**config.mk**
```make
export PLATFORM = sky130hd
export DESIGN_NAME = gba_timers
export DESIGN_NICKNAME = d
export VERILOG_FILES = /design/src/rtl/gba_timers.sv
export SDC_FILE = /design/constraint.sdc
export NUM_CORES = 1
export LEC_CHECK = 0
export ABC_AREA = 1
export CAP_MARGIN = 20
export CORE_ASPECT_RATIO = 1.4
export CORE_MARGIN = 2
export CORE_UTILIZATION = 56
export CTS_CLUSTER_DIAMETER = 40
export DETAILED_ROUTE_END_ITERATION = 10
export PLACE_DENSITY_LB_ADDON = 0.3
export SETUP_SLACK_MARGIN = 0.02
export SYNTH_ARGS = -nofsm -noshare
export SYNTH_HDL_FRONTEND = slang
export SYNTH_SLANG_ARGS = --single-unit
export TNS_END_PERCENT = 10
```
**constraint.sdc**
```tcl
create_clock -name clock -period 10.13 [get_ports clock]
set_input_delay 2.026 -clock clock [delete_from_list [all_inputs] [get_ports clock]]
set_output_delay 2.026 -clock clock [all_outputs]
set_load 0.01 [all_outputs]
```
**src/rtl/gba_timers.sv**
```systemverilog
// Four 16-bit GBA timers (TM0-TM3) with reload, prescaler or cascade
// counting, and one-cycle overflow / IRQ pulses for the sound FIFO and
// interrupt controller.
//
// A control write that clears start stops the timer at that edge. The count
// it shows is frozen at its value before the write, and that clock makes no
// increment or pulse. Other control writes take effect from the next clock.
module gba_timers #(
  parameter int TICK_DIV = 1
) (
  input  logic        clock,
  input  logic        reset,
  input  logic [3:0]  reload_we,
  input  logic [15:0] reload_wdata,
  input  logic [3:0]  ctrl_we,
  input  logic [7:0]  ctrl_wdata,
  output logic [63:0] count_rd,
  output logic [31:0] ctrl_rd,
  output logic [3:0]  timer_irq,
  output logic [3:0]  overflow
);

  logic tick;

  generate
    if (TICK_DIV <= 1) begin : g_tick_const
      assign tick = 1'b1;
    end else begin : g_tick_div
      localparam int DIV_W = $clog2(TICK_DIV);
      localparam logic [DIV_W-1:0] DIV_LAST = DIV_W'(TICK_DIV - 1);
      logic [DIV_W-1:0] div_q;

      // Free-running base-tick divider: one tick per TICK_DIV clocks
      always_ff @(posedge clock or posedge reset) begin
        if (reset) begin
          div_q <= '0;
        end else if (div_q == DIV_LAST) begin
          div_q <= '0;
        end else begin
          div_q <= div_q + DIV_W'(1);
        end
      end

      assign tick = (div_q == DIV_LAST);
    end
  endgenerate

  // Prescale count at which the timer increments (period - 1)
  function automatic logic [9:0] last_tap(input logic [1:0] sel);
    case (sel)
      2'd0:    last_tap = 10'd0;
      2'd1:    last_tap = 10'd63;
      2'd2:    last_tap = 10'd255;
      default: last_tap = 10'd1023;
    endcase
  endfunction

  logic [15:0] count_q  [4];
  logic [15:0] reload_q [4];
  logic [7:0]  ctrl_q   [4];
  logic [9:0]  presc_q  [4];
  logic [3:0]  ovf_p1;
  logic [3:0]  irq_p1;

  logic [15:0] reload_nxt [4];
  logic [3:0]  start_c;
  logic [3:0]  inc_c;
  logic [3:0]  ovf_c;
  logic [3:0]  irq_en_c;
  logic [3:0]  presc_adv_c;
  logic [3:0]  presc_wrap_c;

  // Per-timer increment decision; the overflow carry ripples TM0 -> TM3 in one clock
  always_comb begin
    logic carry;
    logic run;
    logic casc;
    carry        = 1'b0;
    run          = 1'b0;
    casc         = 1'b0;
    reload_nxt   = '{default: '0};
    start_c      = '0;
    inc_c        = '0;
    ovf_c        = '0;
    irq_en_c     = '0;
    presc_adv_c  = '0;
    presc_wrap_c = '0;
    for (int i = 0; i < 4; i++) begin
      reload_nxt[i]   = reload_we[i] ? reload_wdata : reload_q[i];
      start_c[i]      = ctrl_we[i] & ctrl_wdata[7] & ~ctrl_q[i][7];
      run             = ctrl_q[i][7] & ~(ctrl_we[i] & ~ctrl_wdata[7]);
      casc            = (i != 0) && ctrl_q[i][2];
      irq_en_c[i]     = ctrl_q[i][6];
      presc_wrap_c[i] = (presc_q[i] == last_tap(ctrl_q[i][1:0]));
      presc_adv_c[i]  = run & ~casc & tick;
      inc_c[i]        = run & (casc ? carry : (tick & presc_wrap_c[i]));
      ovf_c[i]        = inc_c[i] & (count_q[i] == 16'hFFFF);
      carry           = ovf_c[i];
    end
  end

  // Timer state: registers, counters, prescalers and registered pulses (stage p1)
  always_ff @(posedge clock or posedge reset) begin
    if (reset) begin
      for (int i = 0; i < 4; i++) begin
        count_q[i]  <= '0;
        reload_q[i] <= '0;
        ctrl_q[i]   <= '0;
        presc_q[i]  <= '0;
      end
      ovf_p1 <= '0;
      irq_p1 <= '0;
    end else begin
      for (int i = 0; i < 4; i++) begin
        if (reload_we[i]) begin
          reload_q[i] <= reload_wdata;
        end
        if (ctrl_we[i]) begin
          ctrl_q[i] <= ctrl_wdata & 8'hC7;
        end
        if (start_c[i]) begin
          count_q[i] <= reload_nxt[i];
          presc_q[i] <= '0;
        end else begin
          if (inc_c[i]) begin
            count_q[i] <= (count_q[i] == 16'hFFFF) ? reload_nxt[i] : count_q[i] + 16'd1;
          end
          if (presc_adv_c[i]) begin
            presc_q[i] <= presc_wrap_c[i] ? 10'd0 : presc_q[i] + 10'd1;
          end
        end
      end
      ovf_p1 <= ovf_c;
      irq_p1 <= ovf_c & irq_en_c;
    end
  end

  // Combinational readback of counters and control registers
  always_comb begin
    count_rd = '0;
    ctrl_rd  = '0;
    for (int i = 0; i < 4; i++) begin
      count_rd[i*16 +: 16] = count_q[i];
      ctrl_rd[i*8 +: 8]    = ctrl_q[i];
    end
  end

  assign overflow  = ovf_p1;
  assign timer_irq = irq_p1;

endmodule

```
; After elaboration in Yosys (flattened, before gate mapping)
; Cells that the tools add are included.
; Widths: inputs -> output; s select.
[word_totals]
regBits = 196
out_inout_bits = 104
wordCells = 129
[op_classes]
add_sub_neg = 8
eq_ne = 16
mux = 35
bitwise_logic = 40
reduce_logical = 12
[op_table]
columns = operator, n
row1 = $mux 16, 16
row2 = $mux 10, 12
row3 = $pmux 10 s3, 4
row4 = $add 16x1->16 const B, 4
row5 = $eq 16x16->1 const B, 4
row6 = $add 10x1->10 const B, 4
row7 = $eq 10x10->1, 4
row8 = $and 1x1->1, 27
row9 = $reduce_bool 2->1, 8
row10 = $not 1->1, 12
row11 = $eq 2x1->1 const B, 4
row12 = $eq 2x2->1 const B, 4
row13 = $logic_not 2->1, 4
row14 = $and 4x4->4, 1
row15 = $mux 1, 3

; Logic depth before layout (Yosys ltp)
; Gate-level depths: netlist of run 1.
[logic_depth]
ltp_word = 16
ltp_mapped = 18
mapped_depth_nobuf = 17

; Worst setup path after synthesis of run 1
; OpenSTA, ideal clock, no wires.
[synth_timing]
kind = in2reg
from = input ctrl_we[2]
to = register presc_q[18] (netlist bit)
setup_time_ns = 0.078
t_arrival_ns = 3.430
path_slack_ns = 6.622
stages = 11
cell_sequence = buf_2 inv_2 nor2_1 nor2_2 inv_2 o21ai_2 nand4_1 nor3_2 nand3_1 or2_0 a21oi_1
[synth_between]
elab_chain_len = 5
elab_cells_between_ends = 8
cone_classes = mux: 1 / bitwise: 6 / reduce/logical: 1
[synth_lines]
columns = item, line_no
row1 = "start, declared", 15  ; input logic [3:0] ctrl_we,
row2 = $and 1x1->1, 91  ; run = ctrl_q[i][7] & ~(ctrl_we[i] & ~ctrl_wdata[7]);
row3 = $not 1->1, 91
row4 = $and 1x1->1, 91
row5 = $and 1x1->1, 95  ; presc_adv_c[i] = run & ~casc & tick;
row6 = $reduce_bool 2->1 (no line), -
row7 = "end signal, assigned by index", 129  ; presc_q[i] <= presc_wrap_c[i] ? 10'd0 : presc_q[i] + 10'd1;
row8 = "end, declared", 61  ; logic [9:0] presc_q [4];
; Parallel ways exist; a longest one is shown, timed or not.
; A chain may end at the register's enable or synchronous reset.

; Final worst setup path of run 1
[layout_timing]
from = input ctrl_wdata[7]
to = register presc_q[6] (netlist bit)
[layout_between]
elab_chain_len = 6
elab_cells_between_ends = 9
cone_classes = mux: 1 / bitwise: 7 / reduce/logical: 1
[layout_lines]
columns = item, line_no
row1 = "start, declared", 16  ; input logic [7:0] ctrl_wdata,
row2 = $not 1->1, 91
row3 = $and 1x1->1, 91
row4 = $not 1->1, 91
row5 = $and 1x1->1, 91
row6 = $and 1x1->1, 95
row7 = $reduce_bool 2->1 (no line), -
; Parallel ways exist; a longest one is shown, timed or not.

==> metrics.sh, run 1 <==
RESULT_OF_THE_RUN='finished clean'
CLKLATENCYLATEPIN_NS=0.44
SYNTH_AREA_LEADER_CELL='sky130_fd_sc_hd__dfrtp_1'
P_PER_AREA_mW_PER_MM2=220
NET-SWITCHING-POWER_mW=0.954
CRITPATHMAXFANOUT=11
HOLD_VIOL=0
VDD_DROP_MAX_mV=0.144
FINALINSTANCEAREA_MM2=0.0121
POWER.SHARE.COMBINATIONAL=0.319
HTREE_LEVELS=4
NUMCTSBUFFERS=17
P_LEAK_nW=5.67
STARTPOINT='ctrl_wdata[7]'
FINAL_MAX_TRAN_VIOLS=0
SYNTH_AREA_MM2=0.0102
FIN_TOTAL_PWR_mW=2.66
CLOCK_SINKS=196
NUM-FILL-CELLS=1496
POSTSYNTH.TOPFLOPCELL='sky130_fd_sc_hd__dfrtp_1'
ANTENNA-DIODE-COUNT=0
CLK_PWR_SHARE=0.245
DRT-INITIAL-DRC-COUNT=584
HOLDCRITPATHCLASS='flop to flop'
CORE-AREA_MM2=0.0179
P_SW_FRAC=0.358
YS_SEQ_ELEMENTS=196
FP.DIEAREA_MM2=0.0194
GLOBAL_ROUTE_WIRE_LENGTH_BEFORE_REPAIR_UM=41800
DETAILEDPLACEMENTHPWL_UM=17700
DIE_Y_UM=164
REG2REG_FROM='count_rd[16]'
AVGROUTEDWIREPERCELL_UM=15.4
WORST_PATH_MOST_REPEATED_CELL='sky130_fd_sc_hd__a21oi_1'
CRIT_PATH_END_KIND='flop'
VIA_PER_INST=5.38
SHARE_SEQ_OF_TOTAL_POWER=0.435
PLACE.GP.CONGESTION=0.915
IO-PIN-COUNT=138
CTS_TREE='yes'
SYN_AVG_CELL_AREA_UM2=7.96
FINALSETUPVIOLATIONS=0
WORST-SLEW-PIN-TRANSITION_NS=1.09
WORSTPATHREQUIRED_NS=10.47
LAYOUT.AREA.SEQ_MM2=0.00490
GRT_UTIL_ALL_LAYERS=0.268
CRITICAL_PATH_ARRIVAL_NS=4.88
OVERFLOW=0
INITIAL_UTILIZATION=0.571
YOSYSWARNINGCOUNT=0
DIE_W_UM=118
PLACED_AREA_MM2=0.0115
R2R_CELLS=15
DETAIL_ROUTE.FIRST_PASS.ITERATIONS=5
TIMING.FINAL.CRIT_PERIOD_NS=4.54
EDFF_COUNT_SYNTH=0
SYNTH_SEQ_AREA_SHARE=0.479
SYN_INST=1286
POST_CTS_RESIZE_COUNT=0
SETUP-TNS-FINAL_NS=0
MAX_SLEW_MARGIN=0.265
CTS.REPORTEDPATHS.CLKPINSLEW_NS=0.08
FRACTION_OF_LAYOUT_CELLS_WITH_A_SIZE_SUFFIX_ABOVE_1=0.0763
WORST_CLOCK_SKEW_NS=0.0157
COUNT_OF_UNIQUE_LIBRARY_CELLS_INSTANTIATED_BY_YOSYS=53
NNETSFINAL=1431
INITIAL_ANTENNA_VIOLATION_COUNT=0
STARTPOINT_TYPE='input port'
UNREPAIRED_SETUP_ENDPOINTS_AFTER_GLOBAL_ROUTING='false'
NETLIST_TOP_CELLS_AREA='sky130_fd_sc_hd__dfrtp_1 (48%), sky130_fd_sc_hd__nand2_1 (14%), sky130_fd_sc_hd__o21ai_0 (4.0%), sky130_fd_sc_hd__nor2_1 (3.8%), sky130_fd_sc_hd__inv_1 (3.7%)'
CRITICAL-PATH-MAX-STAGE-DELAY_NS=0.84
STD_CELL_ROWS=58
FMAXACHIEVABLE_MHz=220
IO_BUFFERS=122
ROUTED_WIRELENGTH_UM=25300
ASYNC_FLOP_SHARE=1.00
WORST_HOLD_PATH_CELL_COUNT=2
CRITPATHBUFINV=4
CTS_BUFFER_DEPTH=2
INTERNAL_POWER_mW=1.71
CLK_ROOT_BUFFER_CELL='sky130_fd_sc_hd__clkbuf_16'
ANTENNA_LEFT=0
WORSTHOLDENDPOINT='reload_q[48]'
FIRST_GLOBAL_VIAS=8468
DRC=0
SYNTHDOMINANTCELLAREASHARE=0.479
FINAL.PERIOD_UTILIZATION=0.448
MULTIINPUTGATEAREA_MM2=0.00461
FINALHOLDWORSTSLACK_NS=0.470
NUMBER_OF_MAX_CAPACITANCE_VIOLATIONS_REPORTED=0
HP-START='reload_q[48]'
PIN_COUNT_OF_THE_BIGGEST_NET_ENTERING_GLOBAL_ROUTING=140
VIAS=8831
TIMING.REG2REG.SETUP_SLACK_NS=7.20
CRITPATHKIND='input port to flop'
PATH_DELAY_FAMILY='compound AO/OA/AOI/OAI gates'
WORST_PATH_MAX_DELAY_CELL='sky130_fd_sc_hd__o21ai_0'
SYN_TO_FINAL_GROWTH_PCT=18.2
REGTOREGENDPOINT='count_rd[40]'
POST-CTS-SETUP-BUFFERS=0
CRIT_PATH_CELL_TRACE='clkdlybuf4s50_1 > inv_2 > a21oi_1 > inv_2 > o21ai_0 > inv_1 > a21oi_1 > a21oi_1 > o21a_1'
CTS_HOLD_BUFFERS=0
-- worst min-delay path: stages (launching register included) --
cell	delay [ns]
sky130_fd_sc_hd__dfrtp_1	0.32
sky130_fd_sc_hd__nand2_1	0.05
sky130_fd_sc_hd__nand2_1	0.06
-- layout make-up --
type	instances	area share
Timing Repair Buffer	125	0.103
Inverter	123	0.0389
Clock inverter	11	0.00848
Tap cell	240	0.0248
Multi-Input combinational cell	926	0.381
Clock buffer	21	0.0381
Sequential cell	196	0.406
-- logic make-up (layout without fill, tap and decap cells) --
kind of cell / count (synthesis) / count (layout) / synth area share
AOI/OAI and AO/OA: 209 / 209 / 0.115
xor gates and xnor gates: 42 / 42 / 0.0359
adders and majority gates: 8 / 8 / 0.00978
buffers and inverters: 175 / 280 / 0.0743
DFF: 196 / 196 / 0.479
muxes: 4 / 4 / 0.00403
other: 1 / 12 / 0.000366
and+or+nand+nor: 651 / 651 / 0.281
-- Yosys cell counts, drive strengths merged, types with 13 or more instances --
library cell  number
nand2            413
dfrtp            196
inv              121
nor2             115
o21ai             99
nand3             70
a21oi             51
buf               33
xor2              28
nor3              23
clkbuf            19
a31oi             18
nand4             18
xnor2             14
o211ai            13
-- layer usage --
layer  part of all wire  track usage  up-vias  wire length (µm)
li1                   -            -     4377                 -
met3              0.044       0.0455       53              1120
met4              0.027        0.105        0               677
met5                  0            0        -                 0
met2               0.50        0.453      233             12700
met1               0.43        0.346     4168             10800
-- cell usage in the layout (no fill, tap or decap), types with 17 or more instances in the layout --
master                            count
sky130_fd_sc_hd__a21oi_1             49
sky130_fd_sc_hd__dfrtp_1            196
sky130_fd_sc_hd__clkdlybuf4s50_1    122
sky130_fd_sc_hd__inv_2               20
sky130_fd_sc_hd__o21ai_0             81
sky130_fd_sc_hd__a31oi_1             18
sky130_fd_sc_hd__inv_1              100
sky130_fd_sc_hd__nand4_1             17
sky130_fd_sc_hd__nor2_1             103
sky130_fd_sc_hd__clkbuf_16           17
sky130_fd_sc_hd__xor2_1              28
sky130_fd_sc_hd__nor3_1              19
sky130_fd_sc_hd__nand3_1             64
sky130_fd_sc_hd__nand2_1            391
-- worst max-delay path by stage --
stage	slack (ns)	endpoint	cells after the start
floorplan	2.76	count_rd[0]	1
global placement	5.20	presc_q[6]	9
detailed placement	5.19	presc_q[6]	9
CTS	5.66	presc_q[6]	9
global route	5.36	presc_q[6]	9
finish	5.59	presc_q[6]	9
-- through the flow --
| stage | setup WS [ns] | cells | util |
|---|---|---|---|
| after floorplan | 2.76 | 1297 | - |
| after global placement | 5.20 | 1610 | 0.643 |
| after detailed placement | 5.19 | 1610 | 0.643 |
| after CTS | 5.66 | 1642 | 0.675 |
| after global routing | 5.36 | 1642 | 0.675 |
| final | 5.59 | 1642 | 0.675 |
-- power by group through the flow --
stage / Clock (mW) / Sequential (mW) / Combinational (mW)
final: 0.653 / 1.16 / 0.851
after global routing: 0.695 / 1.19 / 0.952
after CTS: 0.664 / 1.16 / 0.856
after detailed placement: 0 / 1.17 / 0.847
after global placement: 0 / 1.16 / 0.824
after floorplan: 0 / 1.18 / 0.451
-- state kept, by name, indices dropped and copies added (netlist names) --
| signal | cells |
|---|---|
| count_rd | 64 |
| reload_q | 64 |
| presc_q | 40 |
| ctrl_rd | 20 |
| overflow | 4 |
| timer_irq | 4 |
Power figures use the tool's default switching activity.
==> inputs of run 2 (changes only) <==
--- a/config.mk
+++ b/config.mk
@@ -9,7 +9,7 @@
 export CAP_MARGIN = 20
 export CORE_ASPECT_RATIO = 1.4
 export CORE_MARGIN = 2
-export CORE_UTILIZATION = 56
+export CORE_UTILIZATION = 50
 export CTS_CLUSTER_DIAMETER = 40
 export DETAILED_ROUTE_END_ITERATION = 10
 export PLACE_DENSITY_LB_ADDON = 0.3
==> constraint.sdc (replaced) <==
create_clock -name clock -period 3.7 [get_ports clock]
set_input_delay 0.74 -clock clock [delete_from_list [all_inputs] [get_ports clock]]
set_output_delay 0.74 -clock clock [all_outputs]
set_load 0.01 [all_outputs]
==> run 2 against run 1 <==
Against the previous run: critical path depth increased by 3; setup slack worse by 4.6 ns; sequential share of layout area down 0.65 points; design area grew 1.6%; core utilization is 6.0 points lower; via count about the same; first-iteration DRC count increased by 5.8%.
==> metrics.sh, run 2 (synthesized netlist as in run 1, its figures left out) <==
PIN_COUNT_OF_THE_BIGGEST_NET_ENTERING_GLOBAL_ROUTING=74  # -47%
CLK_ROOT_BUFFER_CELL='sky130_fd_sc_hd__clkbuf_16'
DIE_W_UM=125  # +5.6%
ANTENNA-DIODE-COUNT=0  # unchanged
TIMING.FINAL.CRIT_PERIOD_NS=2.75
P_LEAK_nW=5.78  # +1.8%
WORSTPATHREQUIRED_NS=4.06  # -6.41 ns
FP.DIEAREA_MM2=0.0217  # +12%
CRITPATHKIND='input port to flop'
DETAIL_ROUTE.FIRST_PASS.ITERATIONS=5  # unchanged
CLKLATENCYLATEPIN_NS=0.44  # about the same
CLK_PWR_SHARE=0.254  # +0.009
INITIAL_ANTENNA_VIOLATION_COUNT=0  # unchanged
CLOCK_SINKS=196  # unchanged
CTS.REPORTEDPATHS.CLKPINSLEW_NS=0.07  # about the same
SYN_TO_FINAL_GROWTH_PCT=20.1
HTREE_LEVELS=4  # unchanged
FIRST_GLOBAL_VIAS=8429  # -0.46%
CTS_TREE='yes'
P_SW_FRAC=0.357  # -0.00131
SHARE_SEQ_OF_TOTAL_POWER=0.428  # -0.007
IO-PIN-COUNT=138  # unchanged
NET-SWITCHING-POWER_mW=2.64  # +180%
R2R_CELLS=14  # -1
IO_BUFFERS=122  # unchanged
HOLDCRITPATHCLASS='flop to flop'
MOSTFREQUENTLAYOUTCELL='sky130_fd_sc_hd__nand2_1'
NUMCTSBUFFERS=17  # unchanged
WORST_HOLD_PATH_CELL_COUNT=2  # unchanged
INTERNAL_POWER_mW=4.75  # +180%
FRACTION_OF_LAYOUT_CELLS_WITH_A_SIZE_SUFFIX_ABOVE_1=0.0888  # +0.0125
VIAS=8836  # +0.057%
DRC=0  # unchanged
WORST-SLEW-PIN-TRANSITION_NS=0.536  # -0.554 ns
OVERFLOW=0  # unchanged
RESULT_OF_THE_RUN='finished clean'
ANTENNA_LEFT=0  # unchanged
CRITICAL_PATH_ARRIVAL_NS=3.11  # -1.77 ns
DETAILEDPLACEMENTHPWL_UM=18300  # +3.4%
DRT-INITIAL-DRC-COUNT=618  # +5.8%
CTS_BUFFER_DEPTH=2  # unchanged
REG2REG_FROM='count_rd[0]'
HOLD_VIOL=0  # unchanged
VDD_DROP_MAX_mV=0.384  # +170%
PLACE.GP.CONGESTION=0.892  # -2.5%
LAYOUT_COMMON_CELLS='sky130_fd_sc_hd__nand2_1 (391), sky130_fd_sc_hd__dfrtp_1 (196), sky130_fd_sc_hd__clkdlybuf4s50_1 (122)'
WORST_CLOCK_SKEW_NS=0.0139  # -0.00180 ns
TIMING.REG2REG.SETUP_SLACK_NS=1.17  # -6.03 ns
FMAXACHIEVABLE_MHz=364
POST_CTS_RESIZE_COUNT=0  # unchanged
FINAL_MAX_TRAN_VIOLS=0  # unchanged
MAX_SLEW_MARGIN=0.642  # +0.377
FINALSETUPVIOLATIONS=0  # unchanged
STD_CELL_ROWS=61  # +5.2%
NNETSFINAL=1448  # +1.2%
CORE-AREA_MM2=0.0200  # +12%
GRT_UTIL_ALL_LAYERS=0.238  # -0.0300
GLOBAL_ROUTE_WIRE_LENGTH_BEFORE_REPAIR_UM=42200  # +0.89%
CTS_HOLD_BUFFERS=0  # unchanged
P_PER_AREA_mW_PER_MM2=601  # +170%
STARTPOINT_TYPE='input port'
NUMBER_OF_MAX_CAPACITANCE_VIOLATIONS_REPORTED=0  # unchanged
AVGROUTEDWIREPERCELL_UM=15.3  # -0.65%
DIE_Y_UM=173  # +5.7%
FINAL.PERIOD_UTILIZATION=0.744
POWER.SHARE.COMBINATIONAL=0.318  # about the same
INITIAL_UTILIZATION=0.512  # -0.0592
FIN_TOTAL_PWR_mW=7.39  # +180%
CRITPATHMAXFANOUT=30  # +19
CRIT_PATH_END_KIND='flop'
SETUP-TNS-FINAL_NS=0  # unchanged
UNREPAIRED_SETUP_ENDPOINTS_AFTER_GLOBAL_ROUTING='false'
POST-CTS-SETUP-BUFFERS=0  # unchanged
HP-START='reload_q[62]'
VIA_PER_INST=5.29  # -1.7%
STARTPOINT='ctrl_wdata[7]'
ROUTED_WIRELENGTH_UM=25500  # +1.1%
## run 2: layer usage
metal / up-vias / wire length (µm) / global-route usage
met5: - / 0 / 0
met4: 0 / 449 / 0.0704
met3: 31 / 1140 / 0.0420
met1: 4198 / 11000 / 0.306
met2: 212 / 12900 / 0.413
li1: 4395 / - / -
## run 2: critical path, cell delays in order
cell and delay, ns:
sky130_fd_sc_hd__clkdlybuf4s50_1 0.75, sky130_fd_sc_hd__o21ai_1 0.15, sky130_fd_sc_hd__nor2_1 0.25, sky130_fd_sc_hd__nand3_1 0.15
sky130_fd_sc_hd__nand2_2 0.11, sky130_fd_sc_hd__nand2_4 0.08, sky130_fd_sc_hd__nand2_4 0.07, sky130_fd_sc_hd__nand2_1 0.14
sky130_fd_sc_hd__nand2_1 0.11, sky130_fd_sc_hd__buf_4 0.30, sky130_fd_sc_hd__o211ai_1 0.13, sky130_fd_sc_hd__o21ai_1 0.11
## run 2: final timing paths
path	to
setup / recovery	count_rd[40]
hold / removal	reload_q[62]
min in group asynchronous	presc_q[37]
max in group asynchronous	reload_q[61]
hold reg to reg	reload_q[62]
setup reg to reg	count_rd[40]
## run 2: cell type report
class | instances | area, µm²
fillers | 1771 | 7700
multi-input cells | 926 | 4610
clock buffers | 21 | 480
inverters | 123 | 467
clock inverters | 11 | 116
repair buffers | 142 | 1400
well taps | 252 | 315
flip-flops and latches | 196 | 4900
## run 2: power by group through the flow
stage	logic, mW	registers [mW]	clock network [mW]
floorplan	1.23	3.22	0
global placement	2.28	3.18	0
global route	2.62	3.25	2.00
CTS	2.36	3.16	1.90
detailed placement	2.34	3.20	0
finish	2.35	3.16	1.88
## run 2: per-stage QoR
stage	cell area, µm²	cells	hold WS, ns	setup slack, ns	utilization
5_1_grt	12300	1671	0.487	0.772	0.615
6_report	12300	1671	0.465	0.949	0.615
4_1_cts	12300	1671	0.471	0.960	0.615
2_1_floorplan	10300	1297	0.432	0.428	-
3_5_place_dp	11700	1639	0.455	0.533	0.585
3_3_place_gp	11700	1639	0.448	0.551	0.585
